$ cat src/rtl/fetch_stage_pkg.sv
// Shared fetch-stage definitions: NOP encoding, reset PC default and FSM states.
// S_HALT is only present when FETCH_MISALIGN_EN is defined.
package riscv_pkg;

  localparam logic [31:0] NOP              = 32'h0000_0013;
  localparam logic [31:0] RESET_PC_DEFAULT = 32'h0000_0000;

`ifdef FETCH_MISALIGN_EN
  typedef enum logic [1:0] {
    S_REQ  = 2'd0,
    S_HOLD = 2'd1,
    S_DROP = 2'd2,
    S_HALT = 2'd3
  } fetch_state_e;
`else
  typedef enum logic [1:0] {
    S_REQ  = 2'd0,
    S_HOLD = 2'd1,
    S_DROP = 2'd2
  } fetch_state_e;
`endif

  function automatic logic [31:0] pc_plus4(input logic [31:0] pc);
    return pc + 32'd4;
  endfunction

endpackage

$ cat src/rtl/fetch_stage_if.sv
// Instruction-memory read port: level request held until the single response arrives.
interface fetch_stage_if;
  logic        imem_req;
  logic [31:0] imem_addr;
  logic        imem_valid;
  logic [31:0] imem_rdata;

  modport master (
    output imem_req,
    output imem_addr,
    input  imem_valid,
    input  imem_rdata
  );

  modport slave (
    input  imem_req,
    input  imem_addr,
    output imem_valid,
    output imem_rdata
  );
endinterface

$ cat src/rtl/fetch_stage_ifid_reg.sv
// IF/ID pipeline register. Priority: flush, then load, then stall hold, else bubble.
module ifid_reg
  import riscv_pkg::*;
(
  input  logic        clk,
  input  logic        reset,
  input  logic        stall,
  input  logic        flush,
  input  logic        load,
  input  logic [31:0] instr,
  input  logic [31:0] pc,
  output logic [31:0] instr_d,
  output logic [31:0] pc_d,
  output logic [31:0] pcplus4_d,
  output logic        valid_d
);

  always_ff @(posedge clk) begin
    if (reset) begin
      instr_d   <= NOP;
      pc_d      <= 32'd0;
      pcplus4_d <= 32'd0;
      valid_d   <= 1'b0;
    end else if (flush) begin
      instr_d <= NOP;
      valid_d <= 1'b0;
    end else if (load) begin
      instr_d   <= instr;
      pc_d      <= pc;
      pcplus4_d <= pc_plus4(pc);
      valid_d   <= 1'b1;
    end else if (!stall) begin
      // Decode consumed the slot and nothing new arrived: present a bubble.
      instr_d <= NOP;
      valid_d <= 1'b0;
    end
  end

endmodule

$ cat src/rtl/fetch_stage.sv
// Fetch stage: PC, request FSM and one-entry hold buffer feeding the IF/ID register.
// Optional macro FETCH_MISALIGN_EN enables misaligned-redirect detection and S_HALT.
module fetch_stage
  import riscv_pkg::*;
#(
  parameter logic [31:0] RESET_PC = RESET_PC_DEFAULT
) (
  input  logic          clk,
  input  logic          reset,
  input  logic          stall,
  input  logic          flush,
  input  logic          pcsrc,
  input  logic [31:0]   pctarget,
  fetch_stage_if.master imem,
  output logic [31:0]   instr_d,
  output logic [31:0]   pc_d,
  output logic [31:0]   pcplus4_d,
  output logic          valid_d,
  output logic          misalign
);

  fetch_state_e state_q, state_d;
  logic [31:0]  pcf_q, pcf_d;
  logic [31:0]  hold_instr_q, hold_instr_d;
  logic [31:0]  hold_pc_q, hold_pc_d;
  logic         gap_q, gap_d;
  logic [31:0]  target;
  logic         req_active;
  logic         load;
  logic         kill;
  logic [31:0]  load_instr;
  logic [31:0]  load_pc;

`ifdef FETCH_MISALIGN_EN
  logic misalign_q, misalign_d;
  logic halt_enter;

  assign target     = pctarget;
  assign halt_enter = pcsrc && (pctarget[1:0] != 2'b00) && (state_q != S_HALT);
  assign misalign   = misalign_q;
  assign kill       = flush || (state_d == S_HALT);
`else
  assign target   = pctarget & 32'hFFFF_FFFC;
  assign misalign = 1'b0;
  assign kill     = flush;
`endif

  // gap_q inserts one idle cycle after a direct load so each request starts cleanly.
  assign imem.imem_req  = (state_q == S_REQ) && !gap_q && !reset;
  assign imem.imem_addr = pcf_q;
  assign req_active     = imem.imem_req;

  always_comb begin
    state_d      = state_q;
    pcf_d        = pcf_q;
    gap_d        = 1'b0;
    hold_instr_d = hold_instr_q;
    hold_pc_d    = hold_pc_q;
    load         = 1'b0;
    load_instr   = imem.imem_rdata;
    load_pc      = pcf_q;
`ifdef FETCH_MISALIGN_EN
    misalign_d   = misalign_q;
`endif

    case (state_q)
      S_REQ: begin
        if (req_active && imem.imem_valid) begin
          if (!stall) begin
            load  = 1'b1;
            pcf_d = pcsrc ? target : pc_plus4(pcf_q);
            gap_d = 1'b1;
          end else if (pcsrc) begin
            pcf_d = target;
          end else begin
            hold_instr_d = imem.imem_rdata;
            hold_pc_d    = pcf_q;
            state_d      = S_HOLD;
          end
        end else if (pcsrc) begin
          pcf_d = target;
          // An unanswered request is still in flight; its response must be dropped.
          if (req_active) begin
            state_d = S_DROP;
          end
        end
      end

      S_HOLD: begin
        if (pcsrc) begin
          pcf_d   = target;
          state_d = S_REQ;
        end else if (!stall) begin
          load       = 1'b1;
          load_instr = hold_instr_q;
          load_pc    = hold_pc_q;
          pcf_d      = pc_plus4(hold_pc_q);
          state_d    = S_REQ;
        end
      end

      S_DROP: begin
        if (pcsrc) begin
          pcf_d = target;
        end
        if (imem.imem_valid) begin
          state_d = S_REQ;
        end
      end

`ifdef FETCH_MISALIGN_EN
      S_HALT: begin
      end
`endif

      default: state_d = S_REQ;
    endcase

`ifdef FETCH_MISALIGN_EN
    if (halt_enter) begin
      state_d    = S_HALT;
      pcf_d      = pcf_q;
      load       = 1'b0;
      gap_d      = 1'b0;
      misalign_d = 1'b1;
    end
`endif
  end

  always_ff @(posedge clk) begin
    if (reset) begin
      state_q      <= S_REQ;
      pcf_q        <= RESET_PC;
      gap_q        <= 1'b0;
      hold_instr_q <= 32'd0;
      hold_pc_q    <= 32'd0;
    end else begin
      state_q      <= state_d;
      pcf_q        <= pcf_d;
      gap_q        <= gap_d;
      hold_instr_q <= hold_instr_d;
      hold_pc_q    <= hold_pc_d;
    end
  end

`ifdef FETCH_MISALIGN_EN
  always_ff @(posedge clk) begin
    if (reset) begin
      misalign_q <= 1'b0;
    end else begin
      misalign_q <= misalign_d;
    end
  end
`endif

  ifid_reg u_ifid (
    .clk       (clk),
    .reset     (reset),
    .stall     (stall),
    .flush     (kill),
    .load      (load),
    .instr     (load_instr),
    .pc        (load_pc),
    .instr_d   (instr_d),
    .pc_d      (pc_d),
    .pcplus4_d (pcplus4_d),
    .valid_d   (valid_d)
  );

endmodule

$ cat src/flat_wrapper.sv
// flat-port wrapper written by rule: the top's interface ports become plain ports
module fetch_stage_flat import riscv_pkg::*;
#(
  parameter logic [31:0] RESET_PC = RESET_PC_DEFAULT
)
  (clk, reset, stall, flush, pcsrc, pctarget, instr_d, pc_d, pcplus4_d, valid_d, misalign, imem_imem_req, imem_imem_addr, imem_imem_valid, imem_imem_rdata);
  fetch_stage_if imem_i ();
  input  logic clk;
  input  logic reset;
  input  logic stall;
  input  logic flush;
  input  logic pcsrc;
  input  logic [31:0] pctarget;
  output logic [31:0] instr_d;
  output logic [31:0] pc_d;
  output logic [31:0] pcplus4_d;
  output logic valid_d;
  output logic misalign;
  output wire logic [$bits(imem_i.imem_req)-1:0] imem_imem_req;
  output wire logic [$bits(imem_i.imem_addr)-1:0] imem_imem_addr;
  input wire logic [$bits(imem_i.imem_valid)-1:0] imem_imem_valid;
  input wire logic [$bits(imem_i.imem_rdata)-1:0] imem_imem_rdata;
  assign imem_imem_req = imem_i.imem_req;
  assign imem_imem_addr = imem_i.imem_addr;
  assign imem_i.imem_valid = imem_imem_valid;
  assign imem_i.imem_rdata = imem_imem_rdata;
  fetch_stage #(.RESET_PC(RESET_PC)) u_core (.clk(clk), .reset(reset), .stall(stall), .flush(flush), .pcsrc(pcsrc), .pctarget(pctarget), .imem(imem_i), .instr_d(instr_d), .pc_d(pc_d), .pcplus4_d(pcplus4_d), .valid_d(valid_d), .misalign(misalign));
endmodule
$ cat config.mk
export PLATFORM = sky130hd
export DESIGN_NAME = fetch_stage_flat
export DESIGN_NICKNAME = d
export VERILOG_FILES = /design/src/rtl/fetch_stage_pkg.sv /design/src/rtl/fetch_stage_if.sv /design/src/rtl/fetch_stage_ifid_reg.sv /design/src/rtl/fetch_stage.sv /design/src/flat_wrapper.sv
export SDC_FILE = /design/constraint.sdc
export NUM_CORES = 1
export LEC_CHECK = 0
export ABC_AREA = 1
export CORE_ASPECT_RATIO = 0.5
export CORE_MARGIN = 3
export CORE_UTILIZATION = 40
export DETAILED_ROUTE_END_ITERATION = 12
export MAX_ROUTING_LAYER = met4
export PLACE_DENSITY = 0.69
export SETUP_SLACK_MARGIN = 0.02
export SLEW_MARGIN = 20
export SYNTH_ARGS = -nofsm -noshare
export SYNTH_HDL_FRONTEND = slang
export SYNTH_HIERARCHICAL = 1
export SYNTH_SLANG_ARGS = --single-unit
$ cat constraint.sdc
create_clock -name clk -period 2.8 [get_ports clk]
set_input_delay 0.7 -clock clk [delete_from_list [all_inputs] [get_ports clk]]
set_output_delay 0.7 -clock clk [all_outputs]
set_load 0.005 [all_outputs]
==> results of run 1 <==
where the power goes:
group,total [mW],internal [mW],leakage (nW),switching (mW)
Sequential,3.46,3.03,1.57,0.431
Combinational,3.55,1.54,3.82,2.01
Clock,2.61,1.37,0.301,1.24
Total,9.62,5.94,5.70,3.68
per-layer routing:
layer | vias to the layer above | GRT usage | routed length [um]
met1 | 5694 | 0.357 | 18500
li1 | 6308 | - | -
met4 | 0 | 0.0746 | 832
met5 | - | - | 0
met2 | 439 | 0.408 | 17700
met3 | 52 | 0.0663 | 3260
stage by stage:
stage	hold WS (ns)	instance area [um^2]	utilization
after floorplan	0.444	11300	-
after global placement	0.452	14200	0.523
after detailed placement	0.455	14200	0.523
after CTS	0.466	14800	0.546
after global routing	0.494	14800	0.547
final	0.462	14800	0.547
registers in the layout, summed over array words and instances (netlist names):
signal	flops
u_core/hold_instr_q	32
u_core/u_ifid/valid_d	1
u_core/gap_q	1
u_core/hold_pc_q	32
u_core/imem.imem_addr	32
u_core/u_ifid/pc_d	32
u_core/state_q	2
u_core/u_ifid/pcplus4_d	30
u_core/u_ifid/instr_d	32
path summary, 6_finish.rpt:
kind / from / slack (ns) / cells past startpoint / to
worst min register to register: u_core/u_ifid/pc_d[27]$_SDFFE_PP0P_ / 0.46 / 2 / u_core/u_ifid/pc_d[27]$_SDFFE_PP0P_
worst min-delay path: u_core/u_ifid/pc_d[27]$_SDFFE_PP0P_ / 0.46 / 2 / u_core/u_ifid/pc_d[27]$_SDFFE_PP0P_
worst max-delay path: u_core/state_q[0]$_SDFFE_PP0P_ / 0.18 / 5 / imem_imem_req
worst max register to register: u_core/state_q[1]$_SDFFE_PP0P_ / 0.23 / 14 / u_core/u_ifid/pcplus4_d[29]$_SDFFE_PP0P_
logic make-up after synthesis:
| kind of cell | count (synthesis) |
|---|---|
| AOI/OAI and AO/OA | 352 |
| muxes | 32 |
| DFF | 194 |
| other | 1 |
| xor gates and xnor gates | 5 |
| adders and majority gates | 7 |
| and+or+nand+nor | 932 |
| buffers and inverters | 260 |
layout by cell type (no fill, tap or decap), types with 41 or more instances in the layout:
| master | Yosys | final |
|---|---|---|
| clkdlybuf4s50_1 | 0 | 196 |
| dfxtp_1 | 194 | 194 |
| nand2_1 | 411 | 410 |
| o21ai_0 | 140 | 120 |
| a21oi_1 | 137 | 136 |
| nor2_1 | 271 | 270 |
| buf_4 | 8 | 93 |
| nand3_1 | 159 | 159 |
| inv_1 | 148 | 148 |
| o21ai_1 | 21 | 41 |
area by class of cell:
cell class	count	area share
Sequential cell	194	0.262
Tap cell	374	0.0316
Antenna cell	2	0.000337
Timing Repair Buffer	299	0.191
Inverter	164	0.0416
Multi-Input combinational cell	1329	0.432
Clock inverter	15	0.0130
Clock buffer	17	0.0287
critical path: cells and delay by family, from the launching register on:
kind	cells	cell delay (ns)
adder cells (fa/ha/maj)	1	0.24
buffers and inverters	3	0.73
flip-flops	1	0.34
AND/OR/NAND/NOR	1	0.15
==> metrics, run 1 <==
largest cells by area after synthesis dfxtp_1, nand2_1, nor2_1; GP Congestion around 0.96; DIE AREA 0.0305 mm^2; Die Ht 125 um; Post-Synth Adder-Cell Area 0.00773; area share of the largest cell type after synthesis 0.343; placed cells 2,360; Slew Viols, Final 0; Crit. End Element output port; simple logic cell fraction of the synthesized area 0.351; Filler cells 2,755; H-tree Lvls 4; Required @ worst endpoint 2.10 ns; multi-input logic area approximately 0.0064 mm^2; mux cell area share after synthesis 0.0318; Post-CTS Resized 0; max_slew headroom 0.445; crit path kind reg2out; number of synthesized flops with an enable pin 0; Synth Register Bits slightly below 200; layout cells sized above 1 0.109; clk_lat worst skew ~0.46 ns; drt pass-1 iters 6; Top FF cell, synth dfxtp_1; PnR Total Power 9.62 mW; Setup Skew 0.0110 ns; Slowest-stage cell, CP clkdlybuf4s50_1; fmax 382 MHz; Tcrit/Tclk final 0.935; Max Cap Viol 0; status finished clean; global-route wire length before repair roughly 64,000 um; routed vias/inst 5.22; crit-path max cell delay 0.53 ns; sequential share of the synthesized area 0.343; Final HPWL DP around 30,000 um; hold buffer count at cts 0; pre-CTS setup slack -0.332 ns; total core area between 0.02 and 0.03 mm^2; area leader, netlist dfxtp_1; min cycle time layout 2.62 ns; DRC 0; Synth Area in Compound Gates 0.168; antenna violations before repair 3; CP Data Arrival Time 1.92 ns; setup violators final 0; most common cell in the netlist nand2_1; final net count 2,082; clock slew at reported path FFs 0.08 ns; synth cell count leaders nand2_1, nor2_1, dfxtp_1, nand3_1, inv_1; FF/Latch Area 0.00388 mm^2; Starting Density 0.418; final worst setup slack 0.182 ns; HP Class reg2reg; Mapped Avg Cell Area 6.35 um^2; Synth cell types 52; Post-Layout Cell Count 2,394; wire per inst 16.8 um; Max Root-Sink Buffers 2; Post-Syn Nets between 1,500 and 2,000; Hold Fails Final Rpt 0; CTS tree yes; Synth Area in XOR/XNOR 0.00387; ANT nets after route 0; Power Density 649 mW/mm^2; CP Cell Sequence inv_1, ha_2, inv_2, nor3_4, clkdlybuf4s50_1; Post-Syn Area between 0.01 and 0.015 mm^2; total negative setup slack 0 ns; Post-Synthesis Cells 1,783; VDD IR max 0.491 mV; gr ovfl total 0; number of port buffers 197; largest net degree at the start of global routing 81; asr flop ratio synth 0; leakage power 5.70 nW; Worst setup SP type register; synth warn 6; post-CTS setup buffer count 0; largest family of logic cells by synthesized area simple AND/OR/NAND/NOR gates; std cell rows 42; die extent in x 244 um; Slew @ Worst Pin roughly 0.83 ns; via count 12,500; vias in the first global route 11,700; Ports 201; CTS root buf clkbuf_16; clk sink count 194; RSZ-0062 raised after global routing true; CP Max Fanout 4; WL final 40,300 um; Area Overhead vs Synth 30.9%; CTS Buf Count 17; GRT Overall Usage 0.269; Starting DRT DRC Count 1,221
Power figures use the tool's default switching activity.
==> run 2: changes to the inputs <==
Settings changed: PLACE_DENSITY 0.69 to not set, PLACE_DENSITY_LB_ADDON set to 0.08, SKIP_CTS_REPAIR_TIMING set to 1, SLEW_MARGIN 20 to 0.
==> run 2 against run 1 <==
Compared with the run above:
- cell area shrank 0.21%
- combinational power fell by 1%
- count of clock-buffer cells in the layout rose by 2
- via count fell by 0.98%
- final cell count hardly changed
- global-route usage shrank 0.20 points
- highest routed layer unchanged
- power is 1.4% lower
- non-clock buffer count is 3 higher
==> metrics, run 2 (synthesis results as in run 1) <==
clk_lat worst skew between 0.4 and 0.5 ns; H-tree Lvls 4; Hold Fails Final Rpt 0; CP Cell Sequence inv_1, ha_2, inv_2, nor3_4, clkdlybuf4s50_1; Filler cells 2,832; Max Root-Sink Buffers 2; die extent in x 244 um; Final Hold Slack 0.458 ns; commonest non-fill, non-tap cell in the layout nand2_1; HP Class reg2reg; drt pass-1 iters 5; Final HPWL DP 29,800 um; Slowest-stage cell, CP clkdlybuf4s50_1; ANT nets after route 0; leakage power 5.70 nW; clk sink count approximately 190; final worst setup slack 0.151 ns; CP Max Fanout 4; Required @ worst endpoint 2.10 ns; GP Congestion around 0.95; pre-CTS setup slack -0.321 ns; min cycle time layout 2.65 ns; setup violators final 0; CTS Buf Count 17; gr ovfl total 0; GRT Overall Usage 0.267; VDD IR max ~0.44 mV; std cell rows 42; Post-Layout Cell Count approximately 2,400; Area Overhead vs Synth 30.6%; CTS tree yes; largest net degree at the start of global routing 81; total core area 0.0271 mm^2; Crit. End Element output port; Slew Viols, Final 0; Max Cap Viol 0; routed vias/inst 5.16; vias in the first global route about 11,000; status finished clean; Buf+Inv Stages, Crit Path 3; global-route wire length before repair ~63,000 um; crit path kind reg2out; wire per inst 16.8 um; Ports 201; CTS root buf clkbuf_16; Starting DRT DRC Count 1,058; DIE AREA between 0.03 and 0.04 mm^2; reg-to-reg setup timing slack 0.25 ns; crit-path max cell delay roughly 0.53 ns; DRC 0; placed cells 2,363; Worst setup SP type register; max_slew headroom 0.446; fmax 377 MHz; CP delay by family, top buffers and inverters; CP Data Arrival Time 1.95 ns; clock slew at reported path FFs approximately 0.08 ns; antenna violations before repair 1; layout cells sized above 1 0.109; number of port buffers between 150 and 200; Power Density 641 mW/mm^2; final net count around 2,100; RSZ-0062 raised after global routing false; WL final approximately 40,000 um; commonest non-fill, non-tap cells in the layout nand2_1, nor2_1, clkdlybuf4s50_1; Slew @ Worst Pin 0.831 ns; Tcrit/Tclk final 0.946; via count 12,400; Die Ht about 130 um; Starting Density 0.418; Setup Skew around 0.012 ns
## run 2: cell count changes in the layout (fill, tap and decap cells not counted), moves of 2 or more
cell,before,now
inv_6,2,5
clkbuf_8,0,2
clkinv_2,1,4
buf_4,93,96
clkinv_4,4,1
inv_8,5,0
clkinvlp_4,1,3
## run 2: cell type report
class | instances | area (um^2) | area share
antenna | 1 | 2.50 | 0.000169
multi-input combinational | 1329 | 6390 | 0.432
sequential | 194 | 3880 | 0.262
clock inverter | 13 | 120 | 0.00812
clock buffer | 19 | 453 | 0.0306
inverter | 164 | 617 | 0.0417
timing repair buffer | 302 | 2860 | 0.193
tap | 374 | 468 | 0.0316
## run 2: per-layer routing
layer  up-vias  global-route usage  routed length (um)
li1       6313                   -                   -
met1      5638               0.377               19500
met2       377               0.392               17300
met3        43              0.0479                2820
met4         0              0.0708                 701
met5         -                   -                   0
## run 2: worst register-to-register path: cells and delay by family (launching register included)
kind / cells / cell delay (ns)
buffers and inverters: 4 / 0.43
flip-flops: 1 / 0.41
AND/OR/NAND/NOR: 8 / 0.79
adder cells (fa/ha/maj): 2 / 0.44
AO/OA/AOI/OAI: 2 / 0.38
## run 2: final timing paths
check	from	cells after the start	end
worst min register to register	u_core/u_ifid/pc_d[22]$_SDFFE_PP0P_	2	u_core/u_ifid/pc_d[22]$_SDFFE_PP0P_
worst max-delay path	u_core/state_q[0]$_SDFFE_PP0P_	5	imem_imem_req
worst max register to register	u_core/state_q[1]$_SDFFE_PP0P_	16	u_core/u_ifid/pcplus4_d[10]$_SDFFE_PP0P_
worst min-delay path	u_core/u_ifid/pc_d[22]$_SDFFE_PP0P_	2	u_core/u_ifid/pc_d[22]$_SDFFE_PP0P_
## run 2: through the flow
step                power (mW)  TNS (ns)   util  cell area, um^2
floorplan                 5.26         0      -            11300
global placement          6.96     -5.66  0.524            14200
detailed placement        6.98     -6.68  0.524            14200
CTS                       9.46         0  0.545            14800
global route              10.0         0  0.546            14800
finish                    9.48         0  0.546            14800
## run 2: report_power, final
part,leakage (nW),internal [mW],switching [mW]
clock network,0.277,1.29,1.21
registers,1.57,3.03,0.455
logic,3.84,1.53,1.97
==> run 3: changes to the inputs <==
Settings changed: GPL_ROUTABILITY_DRIVEN set to 0, SLEW_MARGIN 0 to not set.
==> run 3 against run 2 <==
Compared with the run above:
- register-to-register slack hardly changed
- power is 0.49% higher
- critical endpoint unchanged
- final cell count is 0.17% higher
- count of clock-buffer cells in the layout is 2 lower
- via count is 0.15% lower
- largest power group unchanged
- worst hold slack better by 0.0022 ns
- combinational power hardly changed
- first-iteration DRC count is 8.2% higher
==> metrics, run 3 (synthesis results as in run 1) <==
status finished clean; via count 12,400; Die Ht between 100 and 150 um; CP delay by family, top buffers and inverters; WL final 39,700 um; gr ovfl total 0; final net count 2,090; Slowest-stage cell, CP clkdlybuf4s50_1; Starting DRT DRC Count 1,145; Ports approximately 200; number of port buffers around 200; clk sink count 194; max_slew headroom 0.469; total core area 0.0271 mm^2; min cycle time layout between 2 and 3 ns; CP Data Arrival Time 1.98 ns; HP Class reg2reg; Hold Crit Depth 2; Slew @ Worst Pin 0.796 ns; Worst Hold Path EP u_core/u_ifid/pc_d[21]$_SDFFE_PP0P_; PnR Total Power 9.53 mW; CTS root buf clkbuf_16; Hold Fails Final Rpt 0; VDD IR max 0.474 mV; FF-to-FF Start u_core/state_q[1]$_SDFFE_PP0P_; commonest non-fill, non-tap cell in the layout nand2_1; Slew Viols, Final 0; Power Density 641 mW/mm^2; CP Max Fanout 4; Required @ worst endpoint 2.10 ns; largest net degree at the start of global routing 81; fmax roughly 370 MHz; CTS tree yes; Setup Skew 0.00738 ns; vias in the first global route 11,200; global-route wire length before repair 61,500 um; leakage power 5.73 nW; reg-to-reg setup timing slack ~0.25 ns; routed vias/inst around 5; CTS Buf Count 17; antenna diode count 0; Buf+Inv Stages, Crit Path 3; clk_lat worst skew 0.46 ns; ANT nets after route 0; Final HPWL DP 29,400 um; DRC 0; CP Cell Sequence inv_1, ha_1, inv_2, nor3_4, clkdlybuf4s50_1; crit-path max cell delay 0.53 ns; drt pass-1 iters 6; RSZ-0062 raised after global routing false; hold_sp u_core/u_ifid/pc_d[21]$_SDFFE_PP0P_; DIE AREA 0.0305 mm^2; Filler cells 2,771; die extent in x roughly 240 um; Area Overhead vs Synth 31.3%; Starting Density 0.418; GRT Overall Usage 0.262; Tcrit/Tclk final 0.956; commonest non-fill, non-tap cells in the layout nand2_1, nor2_1, clkdlybuf4s50_1; crit path kind reg2out; Reg2Reg Depth 17; wire per inst approximately 17 um; R2R Path End u_core/u_ifid/pcplus4_d[31]$_SDFFE_PP0P_; Max Cap Viol 0; setup violators final 0; Max Root-Sink Buffers 2; Crit. End Element output port; std cell rows 42; Final Hold Slack 0.460 ns; layout cells sized above 1 0.113; clock slew at reported path FFs 0.08 ns; antenna violations before repair 0; Worst setup SP type register; H-tree Lvls 4
-- run 3: cell types whose count changed in the layout (fill, tap and decap cells not counted), moves of 2 or more --
cell / before / now
buf_4: 96 / 101
clkbuf_8: 2 / 0
clkinv_2: 4 / 1
clkinv_4: 1 / 3
clkinvlp_4: 3 / 1
inv_8: 0 / 4
o21ai_1: 40 / 38
-- run 3: layer usage --
| layer | wire, um | global-route usage | share of wire |
|---|---|---|---|
| met1 | 18300 | 0.351 | 0.46 |
| met3 | 3540 | 0.0644 | 0.089 |
| met5 | 0 | - | 0 |
| met2 | 17100 | 0.393 | 0.43 |
| met4 | 685 | 0.0743 | 0.017 |
-- run 3: report_power, final --
part	leakage [nW]	switching, mW	total, mW	internal (mW)
clock network	0.290	1.27	2.55	1.28
logic	3.87	1.98	3.52	1.54
registers	1.57	0.435	3.46	3.03
total	5.73	3.68	9.53	5.85
-- run 3: layout make-up --
type	count	area (um^2)	area share
Clock buffer	17	425	0.0286
Tap cell	374	468	0.0315
Clock inverter	15	169	0.0114
Sequential cell	194	3880	0.261
Inverter	164	617	0.0415
Timing Repair Buffer	307	2910	0.195
Multi-Input combinational cell	1329	6400	0.431
-- run 3: per-stage QoR --
step                      TNS [ns]  setup WS (ns)  instance area [um^2]  utilization  cells
after floorplan                  0         0.0476                 11300            -   1783
after global placement       -5.01         -0.250                 14300        0.526   2368
after detailed placement     -6.53         -0.319                 14300        0.526   2368
after CTS                        0         0.0423                 14900        0.548   2400
after global routing             0         0.0229                 14900        0.548   2400
final                            0          0.123                 14900        0.548   2400
-- run 3: tightest hold or removal path: cells and delay by family (launching register included) --
kind,cells,cell delay (ns)
flip-flops,1,0.31
AND/OR/NAND/NOR,1,0.06
AO/OA/AOI/OAI,1,0.05
-- run 3: worst max path at each step --
stage | startpoint | to | cells past startpoint
global placement | pcsrc | u_core/u_ifid/pcplus4_d[29]$_SDFFE_PP0P_ | 12
global route | u_core/state_q[1]$_SDFFE_PP0P_ | u_core/u_ifid/pcplus4_d[31]$_SDFFE_PP0P_ | 17
detailed placement | pcsrc | u_core/u_ifid/pcplus4_d[28]$_SDFFE_PP0P_ | 13
finish | u_core/state_q[0]$_SDFFE_PP0P_ | imem_imem_req | 5
CTS | u_core/state_q[0]$_SDFFE_PP0P_ | imem_imem_req | 5
floorplan | pcsrc | u_core/u_ifid/pcplus4_d[22]$_SDFFE_PP0P_ | 15
